[config.mk]
export PLATFORM = sky130hd
export DESIGN_NAME = eth_tx_arb
export DESIGN_NICKNAME = d
export VERILOG_FILES = /design/src/rtl/eth_tx_arb.sv
export SDC_FILE = /design/constraint.sdc
export NUM_CORES = 1
export LEC_CHECK = 0
export CAP_MARGIN = 15
export CORE_AREA = 2 2 73 54
export DETAILED_ROUTE_END_ITERATION = 12
export DIE_AREA = 0 0 75 56
export GPL_TIMING_DRIVEN = 0
export PLACE_DENSITY = 0.82
export SLEW_MARGIN = 20
export SYNTH_ARGS = -nofsm -noshare
export SYNTH_HDL_FRONTEND = slang
export SYNTH_SLANG_ARGS = --single-unit
[constraint.sdc]
create_clock -name clk_i -period 1.8 [get_ports clk_i]
set_input_delay 0.36 -clock clk_i [delete_from_list [all_inputs] [get_ports clk_i]]
set_output_delay 0.36 -clock clk_i [all_outputs]
set_load 0.03 [all_outputs]
[src/rtl/eth_tx_arb.sv]
// Round-robin scheduler sharing one eth_tx2 transmitter and its banked frame BRAM
// between NREQ producers; returns a per-requester done or err pulse for each grant.
module eth_tx_arb #(
  parameter int NREQ          = 2,
  parameter int START_TIMEOUT = 16,
  parameter int BW            = 1
) (
  input  logic            clk_i,
  input  logic            rst_ni,
  input  logic            clk_stb_i,
  input  logic [NREQ-1:0] req_i,
  output logic [NREQ-1:0] grant_o,
  output logic [NREQ-1:0] done_o,
  output logic [NREQ-1:0] err_o,
  output logic            tx_start_o,
  input  logic            tx_busy_i,
  output logic [BW-1:0]   bank_sel_o,
  output logic [15:0]     frames_sent_o
);

  localparam int TW = $clog2(START_TIMEOUT + 1);

  typedef enum logic [1:0] {
    IDLE    = 2'd0,
    START   = 2'd1,
    SENDING = 2'd2
  } state_e;

  state_e          state_q;
  logic [NREQ-1:0] grant_q;
  logic [NREQ-1:0] done_q;
  logic [NREQ-1:0] err_q;
  logic            tx_start_q;
  logic [BW-1:0]   bank_sel_q;
  logic [BW-1:0]   ptr_q;
  logic [TW-1:0]   cnt_q;
  logic [15:0]     frames_q;

  logic [BW:0]     cand_s;
  logic [BW-1:0]   sel_idx_s;
  logic            sel_vld_s;
  logic [BW-1:0]   ptr_d;
  logic [TW-1:0]   cnt_d;
  logic [15:0]     frames_d;

  // Scan from the highest offset down so the candidate closest to ptr_q is the last one kept.
  always_comb begin
    sel_vld_s = 1'b0;
    sel_idx_s = '0;
    cand_s    = '0;
    for (int k = NREQ - 1; k >= 0; k--) begin
      cand_s    = {1'b0, ptr_q} + (BW+1)'(k);
      cand_s    = (cand_s >= (BW+1)'(NREQ)) ? cand_s - (BW+1)'(NREQ) : cand_s;
      sel_vld_s = sel_vld_s | req_i[cand_s[BW-1:0]];
      sel_idx_s = req_i[cand_s[BW-1:0]] ? cand_s[BW-1:0] : sel_idx_s;
    end
  end

  // The owner's bank index doubles as its requester index, so the rotated pointer derives from it.
  assign ptr_d    = (bank_sel_q == BW'(NREQ - 1)) ? '0 : bank_sel_q + BW'(1);
  assign cnt_d    = cnt_q + TW'(1);
  assign frames_d = frames_q + 16'd1;

  // Arbitration FSM; every output is a register updated here.
  always_ff @(posedge clk_i or negedge rst_ni) begin
    if (!rst_ni) begin
      state_q    <= IDLE;
      grant_q    <= '0;
      done_q     <= '0;
      err_q      <= '0;
      tx_start_q <= 1'b0;
      bank_sel_q <= '0;
      ptr_q      <= '0;
      cnt_q      <= '0;
      frames_q   <= 16'd0;
    end else begin
      done_q <= '0;
      err_q  <= '0;
      case (state_q)
        IDLE: begin
          if (!tx_busy_i && sel_vld_s) begin
            grant_q    <= NREQ'(1) << sel_idx_s;
            bank_sel_q <= sel_idx_s;
            tx_start_q <= 1'b1;
            cnt_q      <= '0;
            state_q    <= START;
          end
        end
        START: begin
          if (tx_busy_i) begin
            tx_start_q <= 1'b0;
            state_q    <= SENDING;
          end else if (cnt_q == TW'(START_TIMEOUT)) begin
            err_q      <= grant_q;
            grant_q    <= '0;
            tx_start_q <= 1'b0;
            ptr_q      <= ptr_d;
            state_q    <= IDLE;
          end else if (clk_stb_i) begin
            cnt_q <= cnt_d;
          end
        end
        SENDING: begin
          tx_start_q <= 1'b0;
          if (!tx_busy_i) begin
            done_q   <= grant_q;
            grant_q  <= '0;
            frames_q <= frames_d;
            ptr_q    <= ptr_d;
            state_q  <= IDLE;
          end
        end
        default: begin
          grant_q    <= '0;
          tx_start_q <= 1'b0;
          state_q    <= IDLE;
        end
      endcase
    end
  end

  assign grant_o       = grant_q;
  assign done_o        = done_q;
  assign err_o         = err_q;
  assign tx_start_o    = tx_start_q;
  assign bank_sel_o    = bank_sel_q;
  assign frames_sent_o = frames_q;

endmodule

==> results of run 1 <==
-- what timing repair did --
action | 4_1_cts | 5_1_grt
gates resized for setup | 3 | 10
setup endpoints to repair | 7 | 14
pin swaps | 0 | 2
gates cloned | 0 | 0
setup buffers | 1 | 2
-- worst paths after layout --
| kind | end | depth (start not counted) |
|---|---|---|
| hold reg to reg | frames_sent_o[15] | 1 |
| setup / recovery | cnt_q[3] | 6 |
| setup reg to reg | cnt_q[3] | 4 |
| hold / removal | cnt_q[1] | 1 |
| min in group clk_i | frames_sent_o[15] | 1 |
| max in group asynchronous | state_q[1] | 1 |
-- cell type report --
cell class / instances / area [um^2]
plain buffers: 4 / 20.0
clock buffers: 6 / 72.6
clock inverters: 1 / 5.00
fillers: 304 / 1460
inverters: 6 / 22.5
multi-input cells: 99 / 679
flip-flops and latches: 32 / 802
well taps: 50 / 62.6
repair buffers: 32 / 318
-- metrics by stage --
step	hold WS [ns]	util, %	cell area (um^2)	power (mW)
finish	0.131	57.5	1980	2.27
global route	0.188	57.5	1980	2.41
CTS	0.153	56.2	1940	2.28
detailed placement	0.452	53.6	1850	1.75
global placement	0.457	53.8	1850	1.71
floorplan	0.0644	-	1500	1.44
-- report_power, final --
group	total (mW)	internal, mW	switching, mW	leakage (nW)
registers	1.01	0.859	0.151	0.415
clock network	0.500	0.262	0.238	0.0410
logic	0.758	0.341	0.417	0.514
total	2.27	1.46	0.805	0.970
-- layer usage --
metal	share of wire [%]	vias up	routed length (um)
li1	-	572	-
met1	47	570	1510
met2	46	39	1480
met3	5.3	6	169
met4	1.2	0	38
met5	0	-	0
-- Yosys cell counts, types with 3 or more instances --
library cell / count
and2_1: 3
dfrtp_1: 32
ha_1: 3
inv_1: 6
nand2_1: 11
nand2b_1: 4
nand3_1: 10
nand4_1: 3
nor2_1: 12
nor3_1: 3
or4_1: 4
xnor2_1: 8
xor2_1: 7
-- sequential cells by signal, indices dropped and copies added (netlist names) --
signal	flops
cnt_q	5
tx_start_o	1
state_q	2
frames_sent_o	16
err_o	2
done_o	2
bank_sel_o	1
grant_o	2
ptr_q	1
-- kinds of logic (layout without fill, tap and decap cells) --
kind of cell,Yosys count,count (layout),share of synthesized area (%)
DFF,32,32,53.4
xor gates and xnor gates,15,15,8.76
muxes,4,4,2.84
adders and majority gates,3,3,2.50
and+or+nand+nor,62,62,22.7
buffers and inverters,10,49,2.67
AOI/OAI and AO/OA,15,15,7.17
==> flow_summary.ini, run 1 <==
[timing]
relSlewSlack_pct = 53.2
clock-skew-final_ns = 0.00535
slew_viol_final = 0
hold_viol_final = 0
rsz0062_at_grt = false
min_period_ns = 1.76
final-setup-viol-count = 0
max_freq_mhz = 567
tightest_slew_ns = 0.702
fin_tns_setup_ns = 0
setup_slack_ns = 0.0358
post-route-period-util_pct = 98.0

[floorplanning]
num_rows = 18
die-area_um2 = 4200
die_h_um = 56
num_io_pins = 30
core_region_area_um2 = 3450
die_w_um = 75
initial_core_util_pct = 43.5

[setup_path]
slowest_stage = or4_4
rr_startpoint = state_q[1]
crit_fanout = 7
critical_path_buf_inv_count = 2
start_kind = input port
endpoint_kind = flop
critPathKind = in -> reg
critPathRequiredTime_ns = 2.01
crit_chain = clkdlybuf4s50_1, nor2b_1, or4_1, buf_4, or4_4, nand3_2
cp_slowest_stage_delay_ns = 0.48
cp-startpoint = clk_stb_i
arrival_ns = 1.98
critPathTopFamily = simple AND/OR/NAND/NOR gates
r2r_setup_slack_ns = 0.05

[yosys]
synth_top_area_share_pct = 53.4
synth-edff-count = 0
yosysTopAreaCell = dfrtp_1
ys_async_sr_fraction_pct = 100
ys_seq_area_share_pct = 53.4
synth_fp_nets = 150
synth.ff_latch_count = 32
synth.distinct_cells = 40
yosysWarnings = 0
syn-mean-instance-area_um2 = 10.6
synth_cells = 141
netlist_top_cells_area = dfrtp_1, xnor2_1, xor2_1, nand3_1, nor2_1
syn_area_um2 = 1500
synthFlopType = dfrtp_1

[drt]
viasPerCell = 5.16
drt_first_pass_iters = 4
drc = 0
wl_per_cell_um = 13.9
detail-route-antenna-nets = 0
vias = 1187
drt_iter0_markers = 37
routed_wl_um = 3200

[place]
globalplace.congestion = 0.801
port_buffers = 29
place_ws_ns = -0.474
dp_cells = 220
dpl.hpwl_um = 2330

[clocking]
htreeDepth = 2
cts_tree = yes
clock_latency_ns = 0.28
clkTransAtPathRegs_ns = 0.06
cts.sinks = 32
cts_buffers = 5
cts_root_buf = clkbuf_8
clock_path_buffers = 2
hold_buffers = 0

[power]
max-vdd-ir-drop_v = 0.000808
powerDensity_nw_per_um2 = 1140
p_leak_nw = 0.970

[cells_and_area]
area_growth_pct = 32.1
drive_gt1_share_pct = 11.7
final_cell_mix = dfrtp_1, clkdlybuf4s50_1, nor2_1
final_common_cell = dfrtp_1
antennaDiodeCount = 0
nNetsFinal = 189
fin_cells = 230

[grt]
grtUsageTotal_pct = 17.0
antenna_found_initial = 0
grt_pass1_vias = 1225
met1_usage_pct = 21.7
grt_pass1_wl_um = 5480
grt_overflow_total = 0
use_met2_pct = 26.9
met3_usage_pct = 5.07
busiest_layer = met2
grt_max_degree = 33

[worst_hold_path]
min_path_type = in -> async

[status]
status = complete, no violations

[flow_run]
maxCapViolCount = 0
Power figures use the tool's default switching activity.
==> run 2, diff against run 1 <==
--- a/config.mk
+++ b/config.mk
@@ -9,6 +9,7 @@
 export CORE_AREA = 2 2 73 54
 export DETAILED_ROUTE_END_ITERATION = 12
 export DIE_AREA = 0 0 75 56
+export GPL_ROUTABILITY_DRIVEN = 0
 export GPL_TIMING_DRIVEN = 0
 export PLACE_DENSITY = 0.82
 export SLEW_MARGIN = 20
==> results of run 2 <==
No change in the layout: final DEF, timing and power equal those of run 1.
